<file path="src/rtl/tens_comp_bcd_alu.sv">
// Three-digit BCD adder/subtractor, one digit per clock, using ten's-complement
// subtraction with recomplement of negative results; drives four display digit codes.
module tens_comp_bcd_alu #(
  parameter logic [3:0] BLANK = 4'hB,
  parameter logic [3:0] DASH  = 4'hA
) (
  input  logic        clk,
  input  logic        clr,
  input  logic        start,
  input  logic        op,
  input  logic [11:0] a,
  input  logic [11:0] b,
  output logic [15:0] disp,
  output logic        busy,
  output logic        done,
  output logic        err
);

  typedef enum logic [1:0] {IDLE = 2'd0, ADD = 2'd1, NEG = 2'd2, FMT = 2'd3} state_t;

  state_t      state_r;
  logic [11:0] a_r;
  logic [11:0] b_r;
  logic [11:0] res_r;
  logic [1:0]  idx_r;
  logic        op_r;
  logic        carry_r;
  logic        cf_r;
  logic        neg_r;

  logic [3:0]  a_dig_s;
  logic [3:0]  b_dig_s;
  logic [3:0]  r_dig_s;
  logic [4:0]  add_out_s;
  logic [4:0]  neg_out_s;

  function automatic logic bcd_ok(input logic [11:0] v);
    return (v[3:0] <= 4'd9) && (v[7:4] <= 4'd9) && (v[11:8] <= 4'd9);
  endfunction

  // Returns {carry, digit} of x + y + c with decimal adjust.
  function automatic logic [4:0] dec_add(input logic [3:0] x, input logic [3:0] y, input logic c);
    logic [4:0] s;
    logic [4:0] t;
    s = {1'b0, x} + {1'b0, y} + {4'b0000, c};
    t = s - 5'd10;
    if (s > 5'd9) return {1'b1, t[3:0]};
    else          return {1'b0, s[3:0]};
  endfunction

  function automatic logic [15:0] format_disp(input logic e, input logic o, input logic f,
                                              input logic n, input logic [11:0] r);
    logic [3:0] d3;
    logic [3:0] d2;
    logic [3:0] d1;
    if (e) return {DASH, DASH, DASH, DASH};
    else begin
      if (!o && f)  d3 = 4'h1;
      else if (n)   d3 = DASH;
      else          d3 = BLANK;
      // A leading 1 means a four-digit value, so inner zeros are significant.
      if (d3 != 4'h1 && r[11:8] == 4'h0) begin
        d2 = BLANK;
        d1 = (r[7:4] == 4'h0) ? BLANK : r[7:4];
      end else begin
        d2 = r[11:8];
        d1 = r[7:4];
      end
      return {d3, d2, d1, r[3:0]};
    end
  endfunction

  // Digit selection and the per-digit add / recomplement step.
  always_comb begin
    a_dig_s   = a_r[{idx_r, 2'b00} +: 4];
    b_dig_s   = b_r[{idx_r, 2'b00} +: 4];
    r_dig_s   = res_r[{idx_r, 2'b00} +: 4];
    add_out_s = dec_add(a_dig_s, op_r ? (4'd9 - b_dig_s) : b_dig_s, carry_r);
    neg_out_s = dec_add(4'd9 - r_dig_s, 4'd0, carry_r);
  end

  // Sequencer, datapath registers and registered outputs.
  always_ff @(posedge clk or negedge clr) begin
    if (!clr) begin
      state_r <= IDLE;
      a_r     <= 12'h000;
      b_r     <= 12'h000;
      res_r   <= 12'h000;
      idx_r   <= 2'd0;
      op_r    <= 1'b0;
      carry_r <= 1'b0;
      cf_r    <= 1'b0;
      neg_r   <= 1'b0;
      disp    <= {BLANK, BLANK, BLANK, 4'h0};
      busy    <= 1'b0;
      done    <= 1'b0;
      err     <= 1'b0;
    end else begin
      done <= 1'b0;
      case (state_r)
        IDLE: begin
          if (start) begin
            a_r     <= a;
            b_r     <= b;
            op_r    <= op;
            idx_r   <= 2'd0;
            carry_r <= op;
            cf_r    <= 1'b0;
            neg_r   <= 1'b0;
            busy    <= 1'b1;
            if (!bcd_ok(a) || !bcd_ok(b)) begin
              err     <= 1'b1;
              state_r <= FMT;
            end else begin
              err     <= 1'b0;
              state_r <= ADD;
            end
          end
        end
        ADD: begin
          res_r[{idx_r, 2'b00} +: 4] <= add_out_s[3:0];
          carry_r                    <= add_out_s[4];
          if (idx_r == 2'd2) begin
            idx_r <= 2'd0;
            // No carry out of a subtraction means the result is negative.
            if (op_r && !add_out_s[4]) begin
              carry_r <= 1'b1;
              state_r <= NEG;
            end else begin
              cf_r    <= add_out_s[4];
              state_r <= FMT;
            end
          end else begin
            idx_r <= idx_r + 2'd1;
          end
        end
        NEG: begin
          res_r[{idx_r, 2'b00} +: 4] <= neg_out_s[3:0];
          carry_r                    <= neg_out_s[4];
          if (idx_r == 2'd2) begin
            idx_r   <= 2'd0;
            neg_r   <= 1'b1;
            state_r <= FMT;
          end else begin
            idx_r <= idx_r + 2'd1;
          end
        end
        FMT: begin
          disp    <= format_disp(err, op_r, cf_r, neg_r, res_r);
          done    <= 1'b1;
          busy    <= 1'b0;
          state_r <= IDLE;
        end
        default: state_r <= IDLE;
      endcase
    end
  end

endmodule

</file>
<file path="config.mk">
export PLATFORM = sky130hd
export DESIGN_NAME = tens_comp_bcd_alu
export DESIGN_NICKNAME = d
export VERILOG_FILES = /design/src/rtl/tens_comp_bcd_alu.sv
export SDC_FILE = /design/constraint.sdc
export NUM_CORES = 1
export LEC_CHECK = 0
export ABC_AREA = 1
export ABC_CLOCK_PERIOD_IN_PS = 4600
export CAP_MARGIN = 40
export CORE_MARGIN = 2
export CORE_UTILIZATION = 50
export CTS_CLUSTER_DIAMETER = 100
export DETAILED_ROUTE_END_ITERATION = 12
export HOLD_SLACK_MARGIN = 0.15
export PLACE_DENSITY = 0.81
export SLEW_MARGIN = 0
export SYNTH_ARGS = -nofsm -noshare
export SYNTH_HDL_FRONTEND = slang
export SYNTH_SLANG_ARGS = --single-unit
</file>
<file path="constraint.sdc">
create_clock -name clk -period 4.6 [get_ports clk]
set_clock_uncertainty 0.15 [all_clocks]
set_input_delay 1.38 -clock clk [delete_from_list [all_inputs] [get_ports clk]]
set_output_delay 1.38 -clock clk [all_outputs]
set_load 0.005 [all_outputs]
</file>
==> impl_metrics.csv, run 1 <==
group,metric,value,unit
outcome,status,"completed",
detailed_routing,firstDrtPassIters,4,
clock_network,clock-sinks,61,
clock_network,cts_root_buffer,"clkbuf_8",
critical_path,cpMostUsedCell,"nand2_1",
critical_path,path_class,"flip-flop to flip-flop",
cells_and_area,mostFrequentLayoutCell,"nand2_1",
floorplanning,die_x,87.2,um
detailed_routing,drcViolationCount,0,
logic_synthesis,ys.warnings.count,0,
sta,drv_slew,0,
detailed_routing,ant_nets,0,
critical_path,cp_cell_sequence,"inv_2, or2_2, a32oi_1, ha_1, nand2_1, o21ai_0, ha_1, inv_1, nand2_1, nand2_1, ha_1, nand2_1, a21boi_1, nand2_1, nand2_1, inv_1, nor2_1, nor2_1, nor2_1, nand3_1, nand2_1",
placed_design,port_buffers,45,
sta,setup_tns,0,ps
floorplanning,num_rows,30,
flow_run,max_cap_viol_count,0,
clock_network,cts_hold_buf,0,
cells_and_area,final_cell_mix,"nand2_1, inv_1, dfrtp_1",
floorplanning,die_h,87.2,um
logic_synthesis,yosysUniqueCellTypes,40,
logic_synthesis,synth-seq-cells,61,
cells_and_area,fill_cells,625,
critical_path,critPathMaxFanout,17,
critical_path,endpoint_kind,"flip-flop",
sta,rsz0062_at_grt,"no",
global_route,first_global_vias,3062,
worst_hold_path,hold_path.class,"flip-flop to flip-flop",
global_route,grt_first_pass_wirelength,13700,um
detailed_routing,drtIter0Drc,170,
sta,relSlewSlack,60.7,%
clock_network,clock_latency,350,ps
logic_synthesis,netlist_area,0.00346,sq mm
detailed_routing,routed_wl,8070,um
sta,hold_violations,0,
floorplanning,dieArea,0.00761,sq mm
global_route,grt_start_max_net_pins,36,
clock_network,cts_buffers,9,
clock_network,htree_levels,3,
cells_and_area,post-route-util,62.0,%
sta,min_period,3930,ps
global_route,antenna_found_initial,0,
detailed_routing,num_vias,3087,
placed_design,gp_congestion,1.03,
critical_path,critPathArrivalTime,4060,ps
worst_hold_path,hp-start,"neg_r",
sta,finalSetupViolations,0,
floorplanning,core,0.00676,sq mm
clock_network,cts_buffer_depth,2,
global_route,gr-total-overflow,0,
logic_synthesis,syn_inst,452,
sta,worst_slew_pin_slew,588,ps
sta,fmax,255,MHz
critical_path,slowest_delay,680,ps
critical_path,reg2reg_slack,670,ps
logic_synthesis,synth_nets,500,
sta,period_share,85.4,%
critical_path,cpMaxStageDelayCell,"dfrtp_1",
critical_path,r2r_start,"idx_r[0]",
logic_synthesis,synth_seq_area_share,44.4,%
cells_and_area,nets,546,
floorplanning,pin_count,47,
cells_and_area,area_delta_synth_final,21.0,%
sta,hold_slack,323,ps
cells_and_area,diodes,0,
cells_and_area,fin_cells,583,
placed_design,hpwl,6200,um
critical_path,crit_required,4730,ps
detailed_routing,avgRoutedWirePerCell,13.8,um
clock_network,cts_tree,"yes",
detailed_routing,vias_per_cell,5.30,
clock_network,ctsResizeCount,0,
global_route,groute.usage.overall,23.5,%
clock_network,cts_setup_buffers,0,
logic_synthesis,syn_avg_cell_area,7.66,sq um
cells_and_area,drive_gt1_share,8.35,%
critical_path,worstSetupStartpointType,"flip-flop",
placed_design,placed_cells_incl_taps,567,
critical_path,cp-startpoint,"idx_r[0]",
clock_network,clk_pin_slew,70,ps
floorplanning,start_util,51.2,%
cell type report:
class | count | area [sq um] | area share, %
clock inverter | 5 | 75.1 | 1.79
tap | 80 | 100 | 2.39
clock buffer | 11 | 131 | 3.14
sequential | 61 | 1540 | 36.7
inverter | 63 | 236 | 5.65
timing repair buffer | 48 | 480 | 11.5
multi-input combinational | 315 | 1630 | 38.9
sequential cells by signal (all words and copies together) (netlist names):
name / count
disp: 14
a_r: 12
b_r: 12
res_r: 12
idx_r: 2
state_r: 2
busy: 1
carry_r: 1
cf_r: 1
done: 1
err: 1
neg_r: 1
op_r: 1
cell usage after synthesis, drive strengths merged:
cell       n  area share, %
a22o       1           0.25
and2       1           0.18
a21oi     16            2.3
a211oi     1           0.22
a32oi      1           0.25
or2        4           0.72
o21ai     50            7.3
nand2    135             15
a31oi      4           0.72
dfstp      8            6.1
ha        18            6.5
o22ai      2           0.36
xnor2      1           0.25
nor4       1           0.18
fa         2            1.2
o21bai     1           0.22
dfrtp     53             38
a2bb2oi    4            1.0
conb       1           0.11
nand4      4           0.72
inv       62            6.7
nor2      37            4.1
clkinv     1           0.11
clkbuf     8           0.87
a21boi     1           0.22
xor2       2           0.51
o21a       1           0.22
a22oi      1           0.22
nor3       4           0.58
o31ai      1           0.22
nand3     21            3.6
buf        5           0.90
routing by layer:
metal	global-route usage, %	wire, um
met1	26.9	3410
met2	40.9	3980
met3	5.59	395
met4	11.6	282
met5	0	0
final timing paths:
path,end,cells past startpoint
setup reg to reg,res_r[10],21
max in group asynchronous,disp[5],2
setup / recovery,res_r[10],21
min in group asynchronous,disp[1],1
hold reg to reg,disp[12],1
hold / removal,disp[12],1
worst max-delay path: cells and delay by family, from the launching register on:
kind	cells	cell delay (ps)
simple gates	12	1290
fa+ha+maj	3	870
flops	1	680
compound gates	3	490
buf+inv	3	390
logic make-up (layout without fill, tap and decap cells):
group	count (synthesis)	after routing	share of synthesized area [%]
AO/OA/AOI/OAI	84	84	13.6
XOR/XNOR	3	3	0.759
adder cells (fa/ha/maj)	20	20	7.66
buffers and inverters	76	127	8.60
flip-flops	61	61	44.4
other	1	1	0.108
AND/OR/NAND/NOR	207	207	24.9
metrics by stage:
stage | setup WS (ps) | cell area, sq um
5_1_grt | 333 | 4190
4_1_cts | 738 | 4190
3_3_place_gp | 1010 | 3960
2_1_floorplan | 1340 | 3460
6_report | 673 | 4190
3_5_place_dp | 800 | 3980
Power of run 1 is not shown: default switching activity piles up to over one toggle a cycle in this logic, so the estimate is an artifact.
==> run 2: changes to the inputs <==
--- a/config.mk
+++ b/config.mk
@@ -6,14 +6,14 @@
 export NUM_CORES = 1
 export LEC_CHECK = 0
 export ABC_AREA = 1
-export ABC_CLOCK_PERIOD_IN_PS = 4600
+export ABC_CLOCK_PERIOD_IN_PS = 3800
 export CAP_MARGIN = 40
 export CORE_MARGIN = 2
-export CORE_UTILIZATION = 50
+export CORE_UTILIZATION = 40
 export CTS_CLUSTER_DIAMETER = 100
 export DETAILED_ROUTE_END_ITERATION = 12
 export HOLD_SLACK_MARGIN = 0.15
-export PLACE_DENSITY = 0.81
+export PLACE_DENSITY = 0.68
 export SLEW_MARGIN = 0
 export SYNTH_ARGS = -nofsm -noshare
 export SYNTH_HDL_FRONTEND = slang
==> constraint.sdc (replaced) <==
create_clock -name clk -period 3.8 [get_ports clk]
set_clock_uncertainty 0.15 [all_clocks]
set_input_delay 1.14 -clock clk [delete_from_list [all_inputs] [get_ports clk]]
set_output_delay 1.14 -clock clk [all_outputs]
set_load 0.005 [all_outputs]
==> impl_metrics.csv, run 2 (same netlist as run 1, synthesis figures left out) <==
group,metric,value,unit
global_route,grt_first_pass_wirelength,13700,um
clock_network,cts_root_buffer,"clkbuf_8",
detailed_routing,vias_per_cell,4.91,
sta,finalSetupViolations,0,
cells_and_area,largest_reg_flops,14,
global_route,antenna_found_initial,0,
floorplanning,dieArea,0.00942,sq mm
critical_path,cp_cell_sequence,"buf_4, or2_2, a32oi_2, ha_1, nand2_1, o21ai_0, ha_1, inv_1, nand2_1, nand2_1, ha_1, nand2_1, a21boi_1, nand2_1, nand2_1, nand2_1, o21ai_0, o21bai_1, nand2_1, o21ai_0",
critical_path,critPathArrivalTime,3560,ps
critical_path,path_delay_family,"simple AND/OR/NAND/NOR gates",
sta,min_period,3480,ps
detailed_routing,drtIter0Drc,193,
critical_path,cp.buffers_inverters,2,
detailed_routing,num_vias,3000,
global_route,grt_start_max_net_pins,62,
critical_path,cpMaxStageDelayCell,"dfrtp_1",
clock_network,ctsResizeCount,0,
cells_and_area,regMostFlops,"disp",
floorplanning,start_util,41.7,%
critical_path,path_class,"flip-flop to flip-flop",
detailed_routing,routed_wl,8050,um
cells_and_area,nets,549,
critical_path,cpMostUsedCell,"nand2_1",
flow_run,max_cap_viol_count,0,
clock_network,cts_buffers,9,
sta,setup_tns,0,ps
critical_path,critPathMaxFanout,16,
sta,hold_violations,0,
critical_path,endpoint_kind,"flip-flop",
clock_network,cts_hold_buf,0,
clock_network,clock_latency,350,ps
global_route,groute.usage.overall,18.3,%
clock_network,clk_pin_slew,70,ps
critical_path,crit_required,3880,ps
sta,period_share,91.5,%
placed_design,hpwl,6240,um
floorplanning,die_h,97.0,um
sta,drv_slew,0,
placed_design,port_buffers,45,
cells_and_area,final_cell_mix,"nand2_1, inv_1, dfrtp_1",
cells_and_area,diodes,0,
cells_and_area,mostFrequentLayoutCell,"nand2_1",
clock_network,htree_levels,3,
clock_network,cts_setup_buffers,0,
critical_path,worstSetupStartpointType,"flip-flop",
sta,worst_slew_pin_slew,756,ps
detailed_routing,firstDrtPassIters,4,
sta,rsz0062_at_grt,"no",
global_route,first_global_vias,2909,
clock_network,clock-sinks,61,
floorplanning,pin_count,47,
placed_design,gp_congestion,0.935,
cells_and_area,drive_gt1_share,9.09,%
detailed_routing,avgRoutedWirePerCell,13.2,um
floorplanning,core,0.00830,sq mm
floorplanning,die_x,97.0,um
detailed_routing,drcViolationCount,0,
sta,relSlewSlack,49.6,%
cells_and_area,area_delta_synth_final,22.2,%
detailed_routing,ant_nets,0,
critical_path,slowest_delay,380,ps
outcome,status,"completed",
sta,fmax,288,MHz
clock_network,cts_tree,"yes",
worst_hold_path,hold_path.class,"flip-flop to flip-flop",
floorplanning,num_rows,33,
clock_network,cts_buffer_depth,2,
global_route,gr-total-overflow,0,
run 2: final cells by class:
| cell class | count | area, sq um |
|---|---|---|
| sequential | 61 | 1540 |
| clock buffer | 12 | 145 |
| clock inverter | 4 | 47.5 |
| tap | 105 | 131 |
| fill | 800 | 4070 |
| inverter | 63 | 239 |
| multi-input combinational | 315 | 1640 |
| timing repair buffer | 51 | 490 |
run 2: per-layer routing:
layer	vias up	wire [um]	global-route usage, %
met5	-	0	0
met4	0	181	7.48
met3	23	362	5.13
met2	71	3990	30.4
met1	1368	3510	22.4
li1	1538	-	-
run 2: metrics by stage:
step / setup WS (ps) / hold WS, ps / util (%) / instances / instance area (sq um)
6_report: 324 / 300 / 51.0 / 611 / 4230
5_1_grt: 18.9 / 313 / 51.0 / 611 / 4230
4_1_cts: 331 / 302 / 50.8 / 611 / 4220
3_5_place_dp: 344 / 294 / 48.5 / 595 / 4020
3_3_place_gp: 483 / 289 / 48.5 / 595 / 4020
2_1_floorplan: 543 / 248 / - / 452 / 3460
run 2: final timing paths:
check / startpoint / endpoint / slack (ps) / cells after the start
max in group asynchronous: clr / a_r[1] / 2200 / 2
max: idx_r[0] / cf_r / 320 / 20
min reg2reg: neg_r / disp[12] / 300 / 1
min: neg_r / disp[12] / 300 / 1
min in group asynchronous: clr / disp[0] / 780 / 2
max reg2reg: idx_r[0] / cf_r / 320 / 20
Power of run 2 is left out for the same reason.
==> run 3: changes to the inputs <==
--- a/config.mk
+++ b/config.mk
@@ -8,13 +8,13 @@
 export ABC_AREA = 1
 export ABC_CLOCK_PERIOD_IN_PS = 3800
 export CAP_MARGIN = 40
+export CORE_ASPECT_RATIO = 0.8
 export CORE_MARGIN = 2
 export CORE_UTILIZATION = 40
 export CTS_CLUSTER_DIAMETER = 100
 export DETAILED_ROUTE_END_ITERATION = 12
 export HOLD_SLACK_MARGIN = 0.15
 export PLACE_DENSITY = 0.68
-export SLEW_MARGIN = 0
 export SYNTH_ARGS = -nofsm -noshare
 export SYNTH_HDL_FRONTEND = slang
 export SYNTH_SLANG_ARGS = --single-unit
==> impl_metrics.csv, run 3 (same netlist as run 1, synthesis figures left out) <==
group,metric,value,unit
outcome,status,"completed",
clock_network,htree_levels,3,
sta,drv_slew,0,
floorplanning,num_rows,30,
flow_run,max_cap_viol_count,0,
worst_hold_path,hold_end,"disp[12]",
critical_path,reg2reg_slack,290,ps
placed_design,gp_congestion,0.965,
cells_and_area,final_cell_mix,"nand2_1, inv_1, dfrtp_1",
sta,fmax,285,MHz
cells_and_area,nets,551,
critical_path,worstSetupStartpointType,"flip-flop",
detailed_routing,drtIter0Drc,202,
detailed_routing,avgRoutedWirePerCell,13.7,um
floorplanning,die_x,108,um
floorplanning,core,0.00845,sq mm
global_route,grt_start_max_net_pins,62,
global_route,grt_first_pass_wirelength,14100,um
clock_network,cts_tree,"yes",
clock_network,cts_hold_buf,0,
cells_and_area,drive_gt1_share,9.84,%
floorplanning,pin_count,47,
clock_network,cts_root_buffer,"clkbuf_8",
cells_and_area,multiInputGateArea,0.00163,sq mm
critical_path,endpoint_kind,"flip-flop",
sta,period_share,92.4,%
sta,hold_violations,0,
critical_path,r2r_start,"idx_r[0]",
placed_design,port_buffers,45,
detailed_routing,vias_per_cell,4.97,
clock_network,clock-sinks,61,
cells_and_area,fill_cells,817,
floorplanning,die_h,87.2,um
worst_hold_path,hold_path_depth,1,
global_route,groute.usage.overall,19.6,%
clock_network,cts_buffer_depth,2,
critical_path,cpMaxStageDelayCell,"dfrtp_2",
detailed_routing,drcViolationCount,0,
global_route,antenna_found_initial,0,
global_route,gr-total-overflow,0,
critical_path,cp_cell_sequence,"buf_4, nor2_2, buf_4, a32oi_1, ha_1, nand2_1, o21ai_0, ha_1, inv_1, nand2_1, nand2_1, ha_1, nand2_1, a21boi_1, nand2_1, nand2_1, nand2_1, o21ai_0, o21bai_1, nand2_1, o21ai_0",
worst_hold_path,hold_path.class,"flip-flop to flip-flop",
global_route,gr-usage-met3,4.94,%
critical_path,critPathMaxFanout,11,
sta,relSlewSlack,47.4,%
cells_and_area,area_delta_synth_final,22.8,%
detailed_routing,firstDrtPassIters,5,
clock_network,clk_pin_slew,70,ps
sta,setup_tns,0,ps
critical_path,slowest_delay,460,ps
placed_design,hpwl,6470,um
critical_path,cpMostUsedCell,"nand2_1",
global_route,grt.busiest_layer,"met1",
global_route,use_met1,30.0,%
detailed_routing,routed_wl,8490,um
critical_path,crit_required,3870,ps
detailed_routing,num_vias,3084,
floorplanning,start_util,41.0,%
cells_and_area,largest_reg_flops,14,
floorplanning,dieArea,0.00942,sq mm
worst_hold_path,hp-start,"neg_r",
clock_network,cts_buffers,9,
cells_and_area,diodes,0,
critical_path,rr_worst_depth,21,
global_route,grt_use_met2,27.2,%
detailed_routing,ant_nets,0,
sta,rsz0062_at_grt,"no",
sta,worst_slew_pin_slew,789,ps
sta,min_period,3510,ps
critical_path,path_class,"flip-flop to flip-flop",
critical_path,rr_endpoint,"cf_r",
cells_and_area,mostFrequentLayoutCell,"nand2_1",
critical_path,critPathArrivalTime,3580,ps
sta,finalSetupViolations,0,
cells_and_area,seqCellArea,0.00154,sq mm
cells_and_area,regMostFlops,"disp",
clock_network,clock_latency,350,ps
global_route,first_global_vias,2858,
## run 3: how the worst max path moves through the flow
stage	from	to	slack [ps]	cells past startpoint
floorplan	idx_r[0]	cf_r	540	18
global placement	idx_r[0]	res_r[9]	370	22
detailed placement	idx_r[0]	cf_r	280	21
CTS	idx_r[0]	cf_r	260	21
global route	idx_r[1]	cf_r	10	21
finish	idx_r[0]	cf_r	290	21
## run 3: area by class of cell
| class | instances | area share (%) |
|---|---|---|
| clock buffer | 9 | 2.91 |
| clock inverter | 7 | 1.80 |
| inverter | 63 | 5.62 |
| multi-input combinational | 315 | 38.3 |
| sequential | 61 | 36.2 |
| tap | 112 | 3.30 |
| timing repair buffer | 53 | 11.9 |
## run 3: per-stage QoR
step	cell area [sq um]	worst slack (ps)	std cells	util [%]	hold slack, ps
6_report	4250	291	620	50.3	313
5_1_grt	4250	12.8	620	50.3	347
4_1_cts	4230	258	618	50.1	318
3_5_place_dp	4030	280	602	47.7	308
3_3_place_gp	4030	366	602	47.7	291
2_1_floorplan	3460	543	452	-	248
## run 3: routing by layer
metal | vias up | wire length [um]
met3 | 10 | 523
li1 | 1544 | -
met1 | 1419 | 4370
met4 | 0 | 106
met5 | - | 0
met2 | 111 | 3500
## run 3: critical path, delay by kind of cell (launching register included)
| kind | cells | cell delay [ps] |
|---|---|---|
| compound gates | 6 | 790 |
| simple gates | 9 | 670 |
| flops | 1 | 460 |
| buf+inv | 3 | 420 |
| fa+ha+maj | 3 | 870 |
## run 3: what timing repair did
action	4_1_cts	5_1_grt
buffers inserted	0	2
resized for setup	0	2
setup endpoints to repair	0	9
Power of run 3 is left out for the same reason.
